**config.mk**
```make
export PLATFORM = sky130hd
export DESIGN_NAME = uart_tx_arbiter
export DESIGN_NICKNAME = d
export VERILOG_FILES = /design/src/rtl/uart_pkg.sv /design/src/rtl/uart_rr_picker.sv /design/src/rtl/uart_tx_arbiter.sv
export SDC_FILE = /design/constraint.sdc
export NUM_CORES = 1
export LEC_CHECK = 0
export ABC_CLOCK_PERIOD_IN_PS = 8400
export CORE_MARGIN = 1.5
export CORE_UTILIZATION = 48
export DETAILED_ROUTE_END_ITERATION = 8
export GPL_ROUTABILITY_DRIVEN = 0
export PLACE_DENSITY = 0.87
export SYNTH_ARGS = -nofsm -noshare
export SYNTH_HDL_FRONTEND = slang
export SYNTH_HIERARCHICAL = 1
export SYNTH_SLANG_ARGS = --single-unit
```
**constraint.sdc**
```tcl
create_clock -name clk -period 8.4 [get_ports clk]
set_clock_uncertainty 0.1 [all_clocks]
set_input_delay 1.26 -clock clk [delete_from_list [all_inputs] [get_ports clk]]
set_output_delay 1.26 -clock clk [all_outputs]
set_load 0.02 [all_outputs]
```
**src/rtl/uart_pkg.sv**
```systemverilog
// uart_pkg: shared types and constants for the UART transmit arbiter slice.
//   arb_state_t     - arbiter FSM state encoding (IDLE, SEND, FRAME)
//   DATA_W          - width of one UART data byte
//   FRAME_TICKS_DEF - default baud ticks per frame: start + 8 data + parity
//                     + stop (11), plus 1 so the stop bit runs its full length
package uart_pkg;

    localparam int DATA_W          = 8;
    localparam int FRAME_TICKS_DEF = 12;

    typedef enum logic [1:0] {
        ST_IDLE  = 2'd0,
        ST_SEND  = 2'd1,
        ST_FRAME = 2'd2
    } arb_state_t;

endpackage

```
**src/rtl/uart_rr_picker.sv**
```systemverilog
// uart_rr_picker: combinational round-robin selector.
// Scans the valid vector starting at ptr and wrapping around. The first set
// bit it finds wins.
// Ports:
//   valid [NUM_REQ]  - request flags
//   ptr   [IDX_W]    - index that gets first priority (always < NUM_REQ)
//   grant [NUM_REQ]  - one-hot winner; all zero when nothing is valid
//   idx   [IDX_W]    - index of the winner; 0 when nothing is valid
//   any              - at least one request is valid
module uart_rr_picker #(
    parameter int NUM_REQ = 4,
    parameter int IDX_W   = $clog2(NUM_REQ)
) (
    input  logic [NUM_REQ-1:0] valid,
    input  logic [IDX_W-1:0]   ptr,
    output logic [NUM_REQ-1:0] grant,
    output logic [IDX_W-1:0]   idx,
    output logic               any
);

    int cand;

    always_comb begin
        grant = '0;
        idx   = '0;
        any   = 1'b0;
        cand  = 0;
        for (int k = 0; k < NUM_REQ; k++) begin
            cand = int'(ptr) + k;
            if (cand >= NUM_REQ) begin
                cand = cand - NUM_REQ;
            end
            if (!any && valid[cand]) begin
                any         = 1'b1;
                grant[cand] = 1'b1;
                idx         = IDX_W'(cand);
            end
        end
    end

endmodule

```
**src/rtl/uart_tx_arbiter.sv**
```systemverilog
// uart_tx_arbiter: lets NUM_REQ requesters share one uart_tx by round-robin.
// In IDLE it grants one pending requester and latches that requester's byte
// and parity select. SEND then pulses the start strobe for one cycle. FRAME
// counts FRAME_TICKS baud ticks and then returns to IDLE.
// Optional feature macro: UART_TX_ARB_STATS_EN adds the frames_sent counter.
// Ports:
//   clk, reset (async, active-high)
//   req_valid [NUM_REQ]    - per-requester byte pending (level)
//   req_data  [NUM_REQ*8]  - requester i occupies bits [8i+7:8i]
//   req_psel  [NUM_REQ]    - per-requester parity select
//   req_ready [NUM_REQ]    - one-hot acceptance pulse
//   bclk_tx                - baud tick shared with uart_tx
//   send, d_in_tx, p_sel   - interface to uart_tx
//   busy                   - FSM is not in IDLE
//   grant_id               - index of the last accepted requester
//   frames_sent [16]       - completed frames (UART_TX_ARB_STATS_EN only)
//   fsm_state              - current FSM state, for debug and checkers
//
// Handshake: a requester holds req_valid with stable req_data/req_psel until
// it sees req_ready. req_ready is high for exactly one cycle, and the transfer
// happens in that cycle. The requester may drop or change req_valid and its
// data in the following cycle. A requester that drops req_valid before it is
// granted is skipped, and nothing else changes.
module uart_tx_arbiter
    import uart_pkg::*;
#(
    parameter int NUM_REQ     = 4,
    parameter int FRAME_TICKS = FRAME_TICKS_DEF
) (
    input  logic                        clk,
    input  logic                        reset,
    input  logic [NUM_REQ-1:0]          req_valid,
    input  logic [NUM_REQ*DATA_W-1:0]   req_data,
    input  logic [NUM_REQ-1:0]          req_psel,
    output logic [NUM_REQ-1:0]          req_ready,
    input  logic                        bclk_tx,
    output logic                        send,
    output logic [DATA_W-1:0]           d_in_tx,
    output logic                        p_sel,
    output logic                        busy,
    output logic [$clog2(NUM_REQ)-1:0]  grant_id,
`ifdef UART_TX_ARB_STATS_EN
    output logic [15:0]                 frames_sent,
`endif
    output arb_state_t                  fsm_state
);

    localparam int IDX_W  = $clog2(NUM_REQ);
    localparam int TICK_W = $clog2(FRAME_TICKS) + 1;
    localparam logic [TICK_W-1:0] LAST_TICK = TICK_W'(FRAME_TICKS - 1);
    localparam logic [IDX_W-1:0]  LAST_IDX  = IDX_W'(NUM_REQ - 1);

    arb_state_t        state, state_next;
    logic [TICK_W-1:0] tick_cnt, tick_next;
    logic [IDX_W-1:0]  rr_ptr;

    logic [NUM_REQ-1:0] pick_grant;
    logic [IDX_W-1:0]   pick_idx;
    logic               pick_any;
    logic               grant_now;
    logic               frame_done;

    uart_rr_picker #(
        .NUM_REQ (NUM_REQ),
        .IDX_W   (IDX_W)
    ) u_picker (
        .valid (req_valid),
        .ptr   (rr_ptr),
        .grant (pick_grant),
        .idx   (pick_idx),
        .any   (pick_any)
    );

    // A grant happens only in IDLE. It is also blocked while reset is held,
    // because the picker is combinational and would otherwise pulse req_ready
    // during reset.
    assign grant_now  = (state == ST_IDLE) && pick_any && !reset;
    assign frame_done = (state == ST_FRAME) && bclk_tx && (tick_cnt == LAST_TICK);

    assign req_ready = grant_now ? pick_grant : '0;
    assign send      = (state == ST_SEND);
    assign busy      = (state != ST_IDLE);
    assign fsm_state = state;

    always_comb begin
        state_next = state;
        tick_next  = tick_cnt;
        case (state)
            ST_IDLE: begin
                tick_next = '0;
                if (pick_any) begin
                    state_next = ST_SEND;
                end
            end
            ST_SEND: begin
                // A tick that lands on the start strobe is not counted.
                tick_next  = '0;
                state_next = ST_FRAME;
            end
            ST_FRAME: begin
                if (bclk_tx) begin
                    if (tick_cnt == LAST_TICK) begin
                        tick_next  = '0;
                        state_next = ST_IDLE;
                    end else begin
                        tick_next = tick_cnt + 1'b1;
                    end
                end
            end
            default: begin
                tick_next  = '0;
                state_next = ST_IDLE;
            end
        endcase
    end

    always_ff @(posedge clk or posedge reset) begin
        if (reset) begin
            state    <= ST_IDLE;
            tick_cnt <= '0;
        end else begin
            state    <= state_next;
            tick_cnt <= tick_next;
        end
    end

    // The latched outputs stay stable from one grant to the next.
    always_ff @(posedge clk or posedge reset) begin
        if (reset) begin
            rr_ptr   <= '0;
            d_in_tx  <= '0;
            p_sel    <= 1'b0;
            grant_id <= '0;
        end else if (grant_now) begin
            d_in_tx  <= req_data[pick_idx*DATA_W +: DATA_W];
            p_sel    <= req_psel[pick_idx];
            grant_id <= pick_idx;
            rr_ptr   <= (pick_idx == LAST_IDX) ? '0 : pick_idx + 1'b1;
        end
    end

`ifdef UART_TX_ARB_STATS_EN
    always_ff @(posedge clk or posedge reset) begin
        if (reset) begin
            frames_sent <= '0;
        end else if (frame_done) begin
            frames_sent <= frames_sent + 16'd1;
        end
    end
`endif

endmodule

```
### After elaboration in Yosys (flattened, before gate mapping)

Index checks and enable logic that the tools add are counted.

| storage, ports and cells | value |
|---|---|
| word-level logic and storage cells | 102 |
| output and inout port bits | 19 |
| flip-flop bits (word level) | 20 |
| input port bits | 43 |

| operators by class | value |
|---|---|
| reductions and logical operators | 16 |
| bitwise operators | 3 |
| mux-type cells | 47 |
| shifts and indexed selects | 1 |
| magnitude comparators | 13 |
| eq/ne operators | 7 |
| add/sub/neg operators | 9 |

Operators with widths:

| kind | number |
|---|---|
| $ge A32 B1 Y1 const B | 4 |
| $lt A32 B4 Y1 const B | 4 |
| $mux W32 | 4 |
| $ge A32 B4 Y1 const B | 3 |
| $sub A32 B4 Y32 const B | 3 |
| $shiftx A32 B6 Y8 | 1 |
| $mux W4 | 5 |
| $mux W1 | 17 |
| $mux W2 | 8 |
| $mux W5 | 3 |
| $or A4 B4 Y4 | 3 |
| $bmux W1 S2 | 5 |
| $logic_and A1 B1 Y1 | 9 |
| $demux W1 S2 | 4 |
| $add A2 B2 Y3 const B | 2 |
| $pmux W2 S3 | 1 |
| $add A5 B1 Y5 const B | 1 |
| $eq A5 B4 Y1 const B | 1 |
| $eq A2 B2 Y1 const B | 2 |
| $logic_not A1 Y1 | 4 |
| $ne A2 B2 Y1 const B | 2 |
| $sub A2 B3 Y4 const B | 1 |
| $add A2 B1 Y3 const B | 1 |
| $ge A2 B3 Y1 const B | 1 |
| other kinds (7) | 7 |

### Longest topological paths before layout

| logic depth | value |
|---|---|
| depth after elaboration | 18 |
| gate-level depth with buffers | 11 |
| mapped depth without buffers | 9 |

### Hierarchy

The synthesis kept the hierarchy.

By module, submodules not included:

| module | seq. area each (sq um) | cells an instance | instances | area each (sq um) |
|---|---|---|---|---|
| uart_tx_arbiter | 500.5 | 81 | 1 | 1,152.4 |
| uart_rr_picker | 0.0 | 48 | 1 | 460.4 |

### Least setup slack after synthesis

OpenSTA, ideal clock, no wires.

| timing | value |
|---|---|
| kind | in2out |
| start point | in req_valid[2] |
| end point | out req_ready[0] |
| stages | 5 |
| path buffers | 0 |
| arrival | 2.644 ns |
| path slack | 4.396 ns |
| required time | 7.040 ns |
| path through | mux4_1 -> nor4b_4 -> a22oi_1 -> o21ai_0 -> and3_1 |

| between the ends | value |
|---|---|
| elaborated cells between the ends (all ways) | 32 |
| those cells by class | mux: 21; bitwise: 3; reduce/logical: 8 |

RTL lines:

| what | RTL line | RTL |
|---|---|---|
| start, declared | uart_tx_arbiter.sv:32 | `input logic [NUM_REQ-1:0] req_valid,` |
| $bmux W1 S2 | uart_rr_picker.sv:33 | `if (!any && valid[cand]) begin` |
| $mux W1 (not written as such) (2 in series) | uart_rr_picker.sv:33 |  |
| $mux W1 | uart_rr_picker.sv:33 |  |
| $logic_not A1 Y1 | uart_rr_picker.sv:33 |  |
| $logic_and A1 B1 Y1 | uart_rr_picker.sv:33 |  |
| $mux W1 | uart_rr_picker.sv:33 |  |
| $logic_not A1 Y1 | uart_rr_picker.sv:33 |  |
| $logic_and A1 B1 Y1 | uart_rr_picker.sv:33 |  |
| $mux W1 | uart_rr_picker.sv:33 |  |
| $logic_not A1 Y1 | uart_rr_picker.sv:33 |  |
| $logic_and A1 B1 Y1 | uart_rr_picker.sv:33 |  |
| $mux W4 * | uart_rr_picker.sv:33 |  |
| named net pick_grant[0] | uart_tx_arbiter.sv:57 | `logic [NUM_REQ-1:0] pick_grant;` |
| $mux W4 * | uart_tx_arbiter.sv:80 | `assign req_ready = grant_now ? pick_grant : '0;` |
| end, declared | uart_tx_arbiter.sv:35 | `output logic [NUM_REQ-1:0] req_ready,` |

The timed path passes the listed nets; every way through them passes the cells marked *. The select of a mux whose other input is x is not followed.

### Worst setup path after layout

Same ends and word-level chain as after synthesis.

==> out/qor.csv <==
stage,metric,value,unit
setup_path,internal reg-to-reg setup slack,4.84,ns
timing,setup TNS,0,ns
setup_path,CP endpoint kind,output pin,
die,CORE AREA,0.00313,mm²
global_routing,largest net degree at the start of global routing,26,
timing,fmax,0.188,GHz
clock_network,Clock transition at path regs,0.12,ns
setup_path,CP dominant cell by count,clkdlybuf4s50_1,
timing,RSZ-0062 raised after global routing,no,
clock_network,post-CTS setup buffer count,0,
finish,n_diodes,0,
die,Die Area,0.00372,mm²
synthesis,Syn Std Cell Area,0.00161,mm²
global_routing,first-pass GRT wire length,6060,µm
finish,Final Util,72.4,%
routing,Pre-Repair DR Iteration Count,4,
power,power density cells,360,mW/mm²
clock_network,Root Buffer,clkbuf_4,
power,Leak,0.925,nW
setup_path,critical-path cell list,clkdlybuf4s50_1 > mux4_1 > nor4b_4 > a22oi_1 > o21ai_0 > and3_1 > clkdlybuf4s50_1,
setup_path,kind of critical path,in -> out,
routing,met2 WL,2110,µm
routing,DRT iter0 DRCs,77,
synthesis,Syn Area/Cell,12.5,µm²
setup_path,Critical R2R Launch,rr_ptr[0],
routing,DRT antenna net count,0,
timing,Tmin final,5.33,ns
setup_path,CP arrival,3.97,ns
setup_path,R2R Path End,d_in_tx[6],
placement,IO Port Bufs,61,
setup_path,cell family with most CP delay,buffers and inverters,
setup_path,crit path buf inv count,2,
die,DIE HEIGHT,61.0,µm
routing,highest routing layer actually used,met4,
run,Max Cap Violations,0,
finish,final net count,243,
finish,Filler cells,218,
timing,Final setup viols,0,
die,row count,20,
routing,met3 WL,83,µm
setup_path,max incr delay on CP,0.77,ns
synthesis,Yosys warnings,6,
synthesis,post-synth cell types,40,
worst_hold_path,HP Class,reg -> reg,
power,Gate power share,70.0,%
power,Sw Share,41.7,%
clock_network,cts bufs inserted,3,
global_routing,vias in the first global route,1353,
run_status,outcome,"complete, no violations",
setup_path,CP max-delay cell,mux4_1,
power,VDD IR-drop max,0.000186,V
global_routing,initial antenna violation count,0,
die,Ports,62,
synthesis,Post-synth EDFFs,0,
setup_path,highest net fanout along the worst path,13,
routing,M1 WL,1480,µm
timing,Max Slew Vio Count,0,
synthesis,post-synthesis cell count,129,
global_routing,gr usage total,21.8,%
power,Pwr Total,0.000815,W
routing,WL per Instance,16.1,µm
synthesis,asr flop ratio synth,100,%
timing,Slew @ Worst Pin,0.877,ns
setup_path,Stages on worst setup path,7,
power,internal power,0.000476,W
synthesis,post-synthesis sequential area ratio,31.0,%
global_routing,Overflow after GRT,0,
clock_network,H-tree depth,1,
power,Reg power frac,23.0,%
timing,Slew headroom,41.5,%
die,Initial Util,51.6,%
routing,Total Wirelength,3750,µm
clock_network,post-CTS sizing,0,
synthesis,synthesis-stage register bit count,20,
clock_network,# hold bufs at CTS,0,
routing,vias,1329,
timing,"Period Utilization, post-route",63.5,%
clock_network,CTS Buffer Depth,2,
finish,P&R area growth vs syn,40.5,%
placement,DP Wirelength,3000,µm
power,net load switching power,0.000339,W
finish,fraction of layout cells with a size suffix above 1,17.5,%
clock_network,CTS tree,built,
routing,Remaining DRCs,0,
synthesis,Mapped Nets,182,
routing,DR vias/cell,5.70,
setup_path,worst endpoint required time,7.04,ns
clock_network,CTS sink count,20,
setup_path,crit path from,req_valid[2],
clock_network,Clock Latency Late Sink,0.29,ns
die,Die X,61.0,µm
setup_path,reg2reg path depth,9,
power,clock share of power,6.9,%
timing,final hold violation count,0,
synthesis,Main synth FF type,dfrtp_1,
setup_path,CP startpoint kind,primary input,
setup_path,Worst Setup EP,req_ready[0],
-- flip-flops by register name, indices dropped and copies added, names as in the netlist --
register,flops
d_in_tx,8
tick_cnt,5
fsm_state,2
grant_id,2
rr_ptr,2
p_sel,1
-- worst min-delay path by stage --
stage | from | endpoint | slack [ns] | depth (start not counted)
after global placement | grant_id[1] | grant_id[1] | 0.37 | 1
after CTS | grant_id[1] | grant_id[1] | 0.42 | 1
after floorplan | tick_cnt[0] | tick_cnt[0] | 0.40 | 2
after detailed placement | grant_id[1] | grant_id[1] | 0.39 | 1
final | grant_id[1] | grant_id[1] | 0.41 | 1
after global routing | grant_id[1] | grant_id[1] | 0.44 | 1
-- cell type report --
cell class,count,area [µm²],area share [%]
Timing Repair Buffer,62,618,27.3
Inverter,6,22.5,0.994
Sequential cell,20,500,22.1
Tap cell,44,55.1,2.43
Multi-Input combinational cell,97,1030,45.6
Clock buffer,4,36.3,1.60
-- placed cells by master (no fill, tap or decap), drive strengths merged, types with 4 or more instances in the layout --
| cell | synthesis | routed |
|---|---|---|
| mux2 | 15 | 15 |
| dfrtp | 20 | 20 |
| nor2 | 6 | 6 |
| and3 | 4 | 4 |
| o21ai | 6 | 6 |
| mux4 | 13 | 13 |
| ha | 10 | 10 |
| clkdlybuf4s50 | 0 | 61 |
| clkbuf | 2 | 4 |
| nand2 | 6 | 6 |
| inv | 6 | 6 |
| a22oi | 8 | 8 |
-- cell usage after synthesis, types with 2 or more instances --
library cell  count  area, µm²
a21oi_1           2       10.0
a22oi_1           8       60.1
and3_1            4       25.0
buf_6             3       33.8
clkbuf_1          2       7.51
dfrtp_1          20        500
ha_1             10        125
inv_1             6       22.5
mux2_1            4       45.0
mux2_2            3       33.8
mux2_4            8        120
mux2i_1           2       20.0
mux4_1            3       78.8
mux4_2           10        225
nand2_1           6       22.5
nand2b_1          3       18.8
nor2_1            6       22.5
o211ai_1          2       15.0
o21ai_0           5       25.0
or2_2             2       12.5
-- through the flow --
stage / setup slack [ns] / std cells / hold WS [ns] / cell area [µm²]
2_1_floorplan: 4.40 / 129 / 0.398 / 1610
3_3_place_gp: 3.24 / 229 / 0.371 / 2230
3_5_place_dp: 3.10 / 229 / 0.393 / 2230
4_1_cts: 3.09 / 233 / 0.423 / 2270
5_1_grt: 2.88 / 233 / 0.437 / 2270
6_report: 3.07 / 233 / 0.412 / 2270
-- metal layers --
layer	vias to the layer above	global-route usage, %
li1	618	-
met1	677	26.1
met2	28	39.5
met3	6	3.20
met4	0	7.76
met5	-	0
-- logic make-up after synthesis --
| group | count (synthesis) | synth area share [%] |
|---|---|---|
| xor+xnor | 1 | 0.543 |
| simple gates | 34 | 13.7 |
| fa+ha+maj | 10 | 7.76 |
| buf+inv | 12 | 5.20 |
| flops | 20 | 31.0 |
| mux | 30 | 32.4 |
| compound gates | 22 | 9.31 |
-- power groups by stage --
| stage | sequential (W) | combinational [W] | clock [W] |
|---|---|---|---|
| after global routing | 0.000196 | 0.000619 | 0.0000642 |
| after floorplan | 0.000213 | 0.000402 | 0 |
| final | 0.000188 | 0.000571 | 0.0000566 |
| after CTS | 0.000188 | 0.000574 | 0.0000589 |
| after detailed placement | 0.000190 | 0.000573 | 0 |
| after global placement | 0.000185 | 0.000552 | 0 |
No activity file was read; power rests on OpenSTA's default activity.
